<file path="config.mk">
export PLATFORM = sky130hd
export DESIGN_NAME = img_pattern_gen_flat
export DESIGN_NICKNAME = d
export VERILOG_FILES = /design/src/rtl/img_pattern_gen_if.sv /design/src/rtl/img_pattern_gen.sv /design/src/flat_wrapper.sv
export SDC_FILE = /design/constraint.sdc
export NUM_CORES = 1
export LEC_CHECK = 0
export BUFFER_PORTS_ARGS = -buffer_cell sky130_fd_sc_hd__buf_2
export CAP_MARGIN = 0
export CORE_MARGIN = 1.5
export CORE_UTILIZATION = 45
export CTS_CLUSTER_SIZE = 10
export DETAILED_ROUTE_END_ITERATION = 10
export PLACE_DENSITY_LB_ADDON = 0.15
export SETUP_SLACK_MARGIN = 0.5
export SLEW_MARGIN = 20
export SYNTH_ARGS = -nofsm -noshare
export SYNTH_HDL_FRONTEND = slang
export SYNTH_SLANG_ARGS = --single-unit
</file>
<file path="constraint.sdc">
create_clock -name clk -period 10.5 [get_ports clk]
set_clock_uncertainty 0.1 [all_clocks]
set_input_delay 1.575 -clock clk [delete_from_list [all_inputs] [get_ports clk]]
set_output_delay 1.575 -clock clk [all_outputs]
set_load 0.05 [all_outputs]
</file>
<file path="src/rtl/img_pattern_gen_if.sv">
// img_pattern_gen_if: sensor-side pixel bus (frame valid, line valid, 12-bit pixel data).
interface img_pattern_gen_if;
   logic        fv;
   logic        lv;
   logic [11:0] d;
   modport master (output fv, lv, d);
   modport slave  (input fv, lv, d);
endinterface

</file>
<file path="src/rtl/img_pattern_gen.sv">
// img_pattern_gen: synthetic image-sensor transmitter with configurable frame timing and test patterns.
// Define IMG_PATTERN_LFSR_EN to make pattern 3 a 12-bit Galois LFSR; otherwise pattern 3 equals pattern 0.
module img_pattern_gen #(
   parameter int ImgWidth      = 2304,
   parameter int ImgHeight     = 1296,
   parameter int HBlankCycles  = 16,
   parameter int VBlankCycles  = 64,
   parameter int FvLeadCycles  = 4,
   parameter int FvTrailCycles = 4
) (
   input  logic              clk,
   input  logic              rst_,
   input  logic              cmd_start,
   input  logic              cmd_stop,
   input  logic [7:0]        cmd_frameCount,
   input  logic [1:0]        cmd_pattern,
   input  logic [11:0]       cmd_seed,
   img_pattern_gen_if.master img,
   output logic              status_busy,
   output logic              status_frameDone,
   output logic [7:0]        status_frameIndex
);
   localparam int XW = (ImgWidth > 1) ? $clog2(ImgWidth) : 1;
   localparam int YW = (ImgHeight > 1) ? $clog2(ImgHeight) : 1;
   localparam int M1 = (ImgWidth > HBlankCycles) ? ImgWidth : HBlankCycles;
   localparam int M2 = (M1 > VBlankCycles) ? M1 : VBlankCycles;
   localparam int M3 = (M2 > FvLeadCycles) ? M2 : FvLeadCycles;
   localparam int M4 = (M3 > FvTrailCycles) ? M3 : FvTrailCycles;
   localparam int CW = $clog2(M4 + 1);

   typedef enum logic [2:0] {IDLE, LEAD, LINE, HBLANK, TRAIL, VBLANK} state_t;

   state_t         state_q, state_d;
   logic [CW-1:0]  cnt_q, cnt_d, len_m1;
   logic [XW-1:0]  x_q, x_d;
   logic [YW-1:0]  y_q, y_d;
   logic [7:0]     fc_q, fc_d, idx_q, idx_d;
   logic [1:0]     pat_q, pat_d;
   logic [11:0]    seed_q, seed_d, d_q, d_d, pix, pat3;
   logic           armed_q, start_trk_q, stop_trk_q, stop_pend_q, stop_pend_d;
   logic           busy_q, busy_d, done_q, done_d, fv_q, fv_d, lv_q, lv_d;
   logic           start_tg, stop_tg, last;
`ifdef IMG_PATTERN_LFSR_EN
   logic [11:0]    lfsr_q, lfsr_d;
`endif

   always_comb begin
      start_tg = armed_q & (cmd_start ^ start_trk_q);
      stop_tg  = armed_q & (cmd_stop ^ stop_trk_q);
      len_m1   = state_q == LEAD   ? CW'(FvLeadCycles - 1)  :
                 state_q == LINE   ? CW'(ImgWidth - 1)      :
                 state_q == HBLANK ? CW'(HBlankCycles - 1)  :
                 state_q == TRAIL  ? CW'(FvTrailCycles - 1) : CW'(VBlankCycles - 1);
      last     = cnt_q == len_m1;
      state_d  = state_q;
      fc_d     = fc_q;
      pat_d    = pat_q;
      seed_d   = seed_q;
      idx_d    = idx_q;
      done_d   = done_q;
      stop_pend_d = stop_pend_q | (busy_q & stop_tg);
      case (state_q)
         IDLE: if (start_tg) begin
            state_d     = LEAD;
            fc_d        = cmd_frameCount;
            pat_d       = cmd_pattern;
            seed_d      = cmd_seed;
            idx_d       = '0;
            stop_pend_d = stop_tg;
         end
         LEAD:   if (last) state_d = LINE;
         LINE:   if (last) state_d = (y_q == YW'(ImgHeight - 1)) ? TRAIL : HBLANK;
         HBLANK: if (last) state_d = LINE;
         TRAIL: if (last) begin
            done_d  = ~done_q;
            idx_d   = idx_q + 8'd1;
            state_d = (stop_pend_q | stop_tg | (fc_q != 8'd0 && idx_q + 8'd1 == fc_q)) ? IDLE : VBLANK;
         end
         VBLANK: if (last) state_d = LEAD;
         default: state_d = IDLE;
      endcase
      if (state_d == IDLE) stop_pend_d = 1'b0;
      busy_d = state_d != IDLE;
      cnt_d  = (state_d == state_q) ? cnt_q + CW'(1) : '0;
      // x/y/lfsr always describe the pixel that is on the bus while state is LINE
      x_d    = (state_q == LINE && state_d == LINE) ? x_q + XW'(1) : '0;
      y_d    = state_q == LEAD ? '0 : (state_q == LINE && state_d == HBLANK) ? y_q + YW'(1) : y_q;
`ifdef IMG_PATTERN_LFSR_EN
      lfsr_d = state_q == LEAD ? ((seed_q == 12'd0) ? 12'h001 : seed_q) :
               state_q == LINE ? ({1'b0, lfsr_q[11:1]} ^ (lfsr_q[0] ? 12'h829 : 12'h000)) : lfsr_q;
      pat3   = lfsr_d;
`else
      pat3   = seed_q;
`endif
      pix  = pat_q == 2'd1 ? seed_q + 12'(x_d) :
             pat_q == 2'd2 ? ((x_d[0] ^ y_d[0]) ? 12'h000 : 12'hFFF) :
             pat_q == 2'd3 ? pat3 : seed_q;
      fv_d = state_d inside {LEAD, LINE, HBLANK, TRAIL};
      lv_d = state_d == LINE;
      d_d  = lv_d ? pix : 12'h000;
   end

   always_ff @(posedge clk or negedge rst_) begin
      if (!rst_) begin
         state_q     <= IDLE;
         cnt_q       <= '0;
         x_q         <= '0;
         y_q         <= '0;
         fc_q        <= '0;
         pat_q       <= '0;
         seed_q      <= '0;
         idx_q       <= '0;
         done_q      <= 1'b0;
         busy_q      <= 1'b0;
         stop_pend_q <= 1'b0;
         armed_q     <= 1'b0;
         start_trk_q <= 1'b0;
         stop_trk_q  <= 1'b0;
         fv_q        <= 1'b0;
         lv_q        <= 1'b0;
         d_q         <= '0;
`ifdef IMG_PATTERN_LFSR_EN
         lfsr_q      <= 12'h001;
`endif
      end else begin
         state_q     <= state_d;
         cnt_q       <= cnt_d;
         x_q         <= x_d;
         y_q         <= y_d;
         fc_q        <= fc_d;
         pat_q       <= pat_d;
         seed_q      <= seed_d;
         idx_q       <= idx_d;
         done_q      <= done_d;
         busy_q      <= busy_d;
         stop_pend_q <= stop_pend_d;
         armed_q     <= 1'b1;
         start_trk_q <= cmd_start;
         stop_trk_q  <= cmd_stop;
         fv_q        <= fv_d;
         lv_q        <= lv_d;
         d_q         <= d_d;
`ifdef IMG_PATTERN_LFSR_EN
         lfsr_q      <= lfsr_d;
`endif
      end
   end

   assign img.fv            = fv_q;
   assign img.lv            = lv_q;
   assign img.d             = d_q;
   assign status_busy       = busy_q;
   assign status_frameDone  = done_q;
   assign status_frameIndex = idx_q;
endmodule

</file>
<file path="src/flat_wrapper.sv">
// flat-port wrapper written by rule: the top's interface ports become plain ports
module img_pattern_gen_flat 
#(
   parameter int ImgWidth      = 2304,
   parameter int ImgHeight     = 1296,
   parameter int HBlankCycles  = 16,
   parameter int VBlankCycles  = 64,
   parameter int FvLeadCycles  = 4,
   parameter int FvTrailCycles = 4
)
  (clk, rst_, cmd_start, cmd_stop, cmd_frameCount, cmd_pattern, cmd_seed, status_busy, status_frameDone, status_frameIndex, img_fv, img_lv, img_d);
  img_pattern_gen_if img_i ();
  input  logic clk;
  input  logic rst_;
  input  logic cmd_start;
  input  logic cmd_stop;
  input  logic [7:0] cmd_frameCount;
  input  logic [1:0] cmd_pattern;
  input  logic [11:0] cmd_seed;
  output logic status_busy;
  output logic status_frameDone;
  output logic [7:0] status_frameIndex;
  output wire logic [$bits(img_i.fv)-1:0] img_fv;
  output wire logic [$bits(img_i.lv)-1:0] img_lv;
  output wire logic [$bits(img_i.d)-1:0] img_d;
  assign img_fv = img_i.fv;
  assign img_lv = img_i.lv;
  assign img_d = img_i.d;
  img_pattern_gen #(.ImgWidth(ImgWidth), .ImgHeight(ImgHeight), .HBlankCycles(HBlankCycles), .VBlankCycles(VBlankCycles), .FvLeadCycles(FvLeadCycles), .FvTrailCycles(FvTrailCycles)) u_core (.clk(clk), .rst_(rst_), .cmd_start(cmd_start), .cmd_stop(cmd_stop), .cmd_frameCount(cmd_frameCount), .cmd_pattern(cmd_pattern), .cmd_seed(cmd_seed), .img(img_i), .status_busy(status_busy), .status_frameDone(status_frameDone), .status_frameIndex(status_frameIndex));
endmodule
</file>
# Yosys cells after proc, flatten, opt, wreduce, memory -nomap -nowiden

Index checks and enable logic that the tools add are counted.

Flip-flop bits (word level): 88
Input port bits: 26
Output and inout bits: 24
Word-level logic and storage cells: 90

$add $sub $neg: 5
Equality and inequality tests: 17
Multiplexer cells: 26
Bitwise gates (word level): 10
Reduce and logical (&&, ||, !) cells: 14

Operators with widths:

| kind                                                                     | number |
|---|---|
| 12-bit two-way mux                                                       | 9 |
| 12-bit by 1-bit adder with 12-bit output (second input constant)         | 2 |
| 11-bit two-way mux                                                       | 2 |
| 3-bit two-way mux                                                        | 7 |
| 8-bit two-way mux                                                        | 2 |
| 8-bit one-hot mux with 2 select lines                                    | 1 |
| 3-bit one-hot mux with 5 select lines                                    | 1 |
| 12-bit adder                                                             | 1 |
| 12-bit equality test                                                     | 1 |
| 3-bit by 2-bit equality test with 1-bit output (second input constant)   | 4 |
| 11-bit by 1-bit adder with 11-bit output (second input constant)         | 1 |
| 11-bit equality test (second input constant)                             | 1 |
| 3-bit equality test (second input constant)                              | 3 |
| 8-bit by 1-bit adder with 8-bit output (second input constant)           | 1 |
| 8-bit equality test                                                      | 1 |
| 8-bit nonzero test                                                       | 1 |
| 3-bit by 1-bit equality test with 1-bit output (second input constant)   | 2 |
| 3-bit zero test                                                          | 2 |
| 6-bit two-way mux                                                        | 1 |
| 2-bit by 1-bit inequality test with 1-bit output (second input constant) | 2 |
| 2-bit AND reduction                                                      | 2 |
| 2-bit nonzero test                                                       | 2 |
| 4-bit nonzero test                                                       | 1 |
| 1-bit bitwise AND                                                        | 3 |
| other kinds (11)                                                         | 19 |

# Longest topological paths before layout

Word-level depth: 17
Depth in mapped cells: 16
Gate-level depth less buffers: 14

# Least setup slack after synthesis

No wires, ideal clock.

Path kind: register to register
Start: register u_core.state_q[0]
End: register u_core.d_q[10], in the netlist u_core.img.d[10]
Library setup time: 0.099 ns
Data arrival time: 3.892 ns
Data required time: 10.301 ns
Slack: 6.409 ns
Cell stages (with the launch flop): 17
Buffers on the path: 2
Period minus slack after synthesis: 4.091 ns
Path through: dfrtp_1 > buf_2 > nor3b_4 > mux2i_1 > o211ai_2 > o21ai_0 > clkbuf_1 > nor2_1 > ha_1 > fa_1 > a21o_1 > a21oi_1 > o21bai_1 > a31o_2 > a211oi_1 > xor2_1 > a311oi_1

Elaborated cells between the ends (all ways): 31
Classes of those cells: add/sub (1); eq/ne (8); mux (17); bitwise (1); reduce/logical (4)

RTL lines:

| what                                                 | line                                         | RTL |
|---|---|---|
| start: declaration                                   | img_pattern_gen.sv:33                        | `state_t state_q, state_d;` |
| start signal: assignment                             | img_pattern_gen.sv:126                       | `state_q <= state_d;` |
| 3-bit equality test                                  | img_pattern_gen.sv:53, img_pattern_gen.sv:62 |  |
| 6-bit two-way mux                                    | img_pattern_gen.sv:53                        | `state_q == TRAIL ? CW'(FvTrailCycles - 1) : CW'(VBlankCycles - 1);` |
| 12-bit two-way mux                                   | img_pattern_gen.sv:52                        | `state_q == HBLANK ? CW'(HBlankCycles - 1) :` |
| 12-bit two-way mux                                   | img_pattern_gen.sv:51                        | `state_q == LINE ? CW'(ImgWidth - 1) :` |
| 12-bit two-way mux                                   | img_pattern_gen.sv:50                        | `len_m1 = state_q == LEAD ? CW'(FvLeadCycles - 1) :` |
| 12-bit equality test                                 | img_pattern_gen.sv:54                        | `last = cnt_q == len_m1;` |
| 3-bit two-way mux, on equally long branches          | -                                            |  |
| 3-bit one-hot mux with 5 select lines                | img_pattern_gen.sv:62                        | `case (state_q)` |
| 3-bit by 2-bit equality test with 1-bit output       | img_pattern_gen.sv:86                        | `x_d = (state_q == LINE && state_d == LINE) ? x_q + XW'(1) : '0;` |
| 1-bit logical AND *                                  | img_pattern_gen.sv:86                        |  |
| 12-bit two-way mux *                                 | img_pattern_gen.sv:86                        |  |
| named net u_core.x_d[0]                              | img_pattern_gen.sv:35                        | `logic [XW-1:0] x_q, x_d;` |
| branches (longest 3 deep; another with 12-bit adder) | -                                            |  |
| 12-bit two-way mux *                                 | img_pattern_gen.sv:95                        | `pix = pat_q == 2'd1 ? seed_q + 12'(x_d) :` |
| 12-bit two-way mux *                                 | img_pattern_gen.sv:100                       | `d_d = lv_d ? pix : 12'h000;` |
| named net u_core.d_d[10]                             | img_pattern_gen.sv:39                        | `logic [11:0] seed_q, seed_d, d_q, d_d, pix, pat3;` |
| end signal: assignment                               | img_pattern_gen.sv:121                       | `d_q <= '0;` |
| end signal: assignment                               | img_pattern_gen.sv:142                       | `d_q <= d_d;` |
| end: declaration                                     | img_pattern_gen.sv:39                        |  |

Mark *: on every way through the listed nets, which the timed path passes. The select of a mux whose other input is x is not followed.
A chain may end at the register's enable or synchronous reset.

# Worst setup path after layout

Start: register u_core.state_q[2]
End: register u_core.d_q[10], in the netlist u_core.img.d[10]

Same word-level chain as after synthesis.

==> metrics <==
die area 11700 µm²; antenna cell count 0; Most used DFF post-synth dfrtp_1; Synth Area in Adders 4.17%; HPWL Detailed 7.93 mm; initial core utilization 46.1%; pre-CTS WS 6.02 ns; drc violations 0; Chip Width 108 µm; I/O pins 50; Final period util 43.4%; WL final 11.3 mm; nature of the critical path startpoint register; worst reg2reg startpoint u_core.state_q[2]$_DFF_PN0_; mux cell area share after synthesis 1.06%; Tmin final 4.56 ns; Synth Net Count 573; xor and xnor area share after synthesis 7.57%; clock sinks 88; ANT nets after route 0; share of cells above drive strength 1 15.5%; max-cap violations 0; Inst Count DP 710; CTS buffer count 9; Post-Synth Simple-Gate Area 23.7%; Worst Reg-to-Reg Cells 15; gr usage total 21.1%; setup TNS 0 ns; worst skew pair latency 0.37 ns; initial antenna violation count 0; netlist area before placement 4980 µm²; Slew @ Worst Pin 0.987 ns; crit path kind register to register; RSZ-0062 raised after global routing false; Required @ worst endpoint 10.67 ns; Max Buffers Root-to-Sink 2; global-route wire length before repair 19.3 mm; Routability Congestion 0.874; number of setup buffers added after CTS 0; Final Setup Violations 0; Area contributors post-synth dfrtp_1, nand2_1, xnor2_1; crit-path cells or3b_1 -> a211oi_2 -> o211ai_2 -> o21ai_0 -> buf_4 -> nor2_1 -> ha_1 -> fa_1 -> a21o_1 -> a21oi_1 -> o21bai_1 -> a31o_2 -> a211oi_1 -> xor2_1 -> a311oi_1; Final nets 623; Post-CTS Resized 0; Arr. time, crit path 4.73 ns; FP Rows 38; Power Density 107 nW/µm²; status finished clean; worst path bufs/invs 1; largest area contributor in the netlist dfrtp_1; fin util 51.5%; cts hold-fix bufs 0; Hold Fails Final Rpt 0; top cell type's share of synthesized area 44.3%; Syn. warnings 0; crit path to u_core.img.d[10]$_DFF_PN0_; largest family of logic cells by synthesized area simple AND/OR/NAND/NOR gates; sequential area share after synthesis 44.3%; biggest cell delay along the critical path 0.81 ns; Worst VDD drop 0.0571 mV; nature of the critical path endpoint register; CP max-delay cell dfrtp_1; Core Region 10800 µm²; vias in the first global route 4046; total stage count of the critical path 15; Critical path origin u_core.state_q[2]$_DFF_PN0_; clock edge transition at the registers on the reported setup and hold paths 0.09 ns; filler instances 1006; number of distinct library cells after synthesis 72; flop-to-flop setup slack 5.94 ns; pin count of the biggest net entering global routing 58; Top delay family on crit path compound AO/OA/AOI/OAI gates; number of H-tree levels 3; Worst Slack Setup Final 5.94 ns; layout overhead on the synthesized area 11.8%; routed len/inst 15.6 µm; Buffers on Ports 49; Max Slew Vio Count 0; register bit count reported by yosys 88; number of synthesized flops with an enable pin 0; CTS tree yes; achievable frequency 219 MHz; fin cells 726; Max-slew headroom 33.9%; chip height 108 µm; initial drt markers 211; total gr overflow 0; Pleak 0.00265 µW; Hold WC Path Type register to register; Gate Count Post-Synth 531; reg2reg end u_core.img.d[10]$_DFF_PN0_; vias 4134; Post-synth ARST share 100%; Synth Area in Compound Gates 16.9%; vias per cell 5.69; maximum fanout along the worst path 19; Pre-Repair DR Iteration Count 5; Hold Slack 0.368 ns; syn avg cell area 9.37 µm²; CTS root buf clkbuf_8
[worst register-to-register path: stages (launching register included)]
cell and delay, ns:
dfrtp_1 0.81, or3b_1 0.45, a211oi_2 0.25, o211ai_2 0.19
o21ai_0 0.22, buf_4 0.20, nor2_1 0.08, ha_1 0.22
fa_1 0.40, a21o_1 0.19, a21oi_1 0.22, o21bai_1 0.14
a31o_2 0.27, a211oi_1 0.31, xor2_1 0.11, a311oi_1 0.29
[worst min-delay path by stage]
stage,from,to,slack (ns),cells after the start
2_1_floorplan,u_core.fc_q[0]$_DFFE_PN0P_,u_core.fc_q[0]$_DFFE_PN0P_,0.35,2
3_5_place_dp,u_core.status_frameDone$_DFFE_PN0P_,u_core.status_frameDone$_DFFE_PN0P_,0.36,1
4_1_cts,u_core.status_frameDone$_DFFE_PN0P_,u_core.status_frameDone$_DFFE_PN0P_,0.38,1
5_1_grt,u_core.status_frameDone$_DFFE_PN0P_,u_core.status_frameDone$_DFFE_PN0P_,0.40,1
6_report,u_core.status_frameDone$_DFFE_PN0P_,u_core.status_frameDone$_DFFE_PN0P_,0.37,1
3_3_place_gp,u_core.status_frameDone$_DFFE_PN0P_,u_core.status_frameDone$_DFFE_PN0P_,0.36,1
[cells in the final DEF, fill, tap and decap left out, types with 3 or more instances in the layout]
cell type and n:
a21o_1 5, a31o_2 4, a211oi_1 6, a22o_1 3
a211o_1 4, a211oi_2 3, dfrtp_1 88, a21oi_1 18
a22oi_1 8, or2_2 3, or3_1 8, inv_1 13
buf_2 48, nand3_1 23, o41ai_1 3, nand4_1 10
clkbuf_1 3, o31ai_1 4, o21ai_0 28, a32oi_1 3
mux2i_1 3, nor2b_1 3, nor2_1 40, xnor2_1 22
clkbuf_8 11, and3_1 13, nand2b_1 5, o211ai_1 3
nand2_1 92, xor2_1 21, buf_4 5, ha_1 15
or4_1 3, and2_1 3, nor3_1 19
[cells by family (layout without fill, tap and decap cells)]
| group | after synthesis | in the layout |
|---|---|---|
| AO/OA/AOI/OAI | 114 | 114 |
| XOR/XNOR | 43 | 43 |
| adder cells (fa/ha/maj) | 16 | 16 |
| buffers and inverters | 27 | 82 |
| flip-flops | 88 | 88 |
| multiplexers | 5 | 5 |
| other | 1 | 1 |
| AND/OR/NAND/NOR | 237 | 237 |
[stage by stage]
stage	cell area, µm²	power (µW)
after global placement	5360	360
final	5560	596
after global routing	5560	616
after detailed placement	5360	360
after CTS	5560	602
after floorplan	4980	347
[cell usage after synthesis, types with 4 or more instances]
master / number
nand4_1: 10
a211o_1: 4
and3_1: 13
clkbuf_1: 7
o21ai_0: 28
nand3_1: 23
xnor2_1: 22
a21oi_1: 18
ha_1: 15
o31ai_1: 4
dfrtp_1: 88
xor2_1: 21
nand2b_1: 5
a21o_1: 5
a211oi_1: 6
a22oi_1: 8
nor3_1: 19
nor2_1: 40
nand2_1: 92
a31o_2: 4
or3_1: 8
inv_1: 13
[routing by layer]
layer / GRT usage (%) / vias to the layer above / share of wire (%)
met1: 28.6 / 2007 / 48
met4: 8.46 / 0 / 1.7
li1: - / 2017 / -
met2: 33.9 / 96 / 47
met5: 0 / - / 0
met3: 2.95 / 14 / 3.9
[sequential cells by signal, indices dropped and copies added (netlist names), 2 cells and up]
| signal | cells |
|---|---|
| u_core.pat3 | 12 |
| u_core.cnt_q | 12 |
| u_core.y_q | 11 |
| u_core.fc_q | 8 |
| u_core.status_frameIndex | 8 |
| u_core.x_q | 12 |
| u_core.pat_q | 2 |
| u_core.img.d | 12 |
| u_core.state_q | 3 |
[power by group]
part           leakage [µW]  switching (µW)  internal [µW]  total [µW]
Combinational       0.00143            8.78           4.17        13.0
Clock             0.0000969             121            124         244
Sequential          0.00112           0.335            339         339
Total               0.00265             130            467         596
[final cells by class]
cell class | count | area [µm²] | share of cell area, %
multi-input cells | 416 | 2660 | 47.8
flip-flops and latches | 88 | 2200 | 39.6
repair buffers | 53 | 278 | 4.99
well taps | 140 | 175 | 3.15
clock buffers | 14 | 163 | 2.92
inverters | 13 | 48.8 | 0.877
clock inverters | 2 | 37.5 | 0.675
Power figures use the tool's default switching activity.
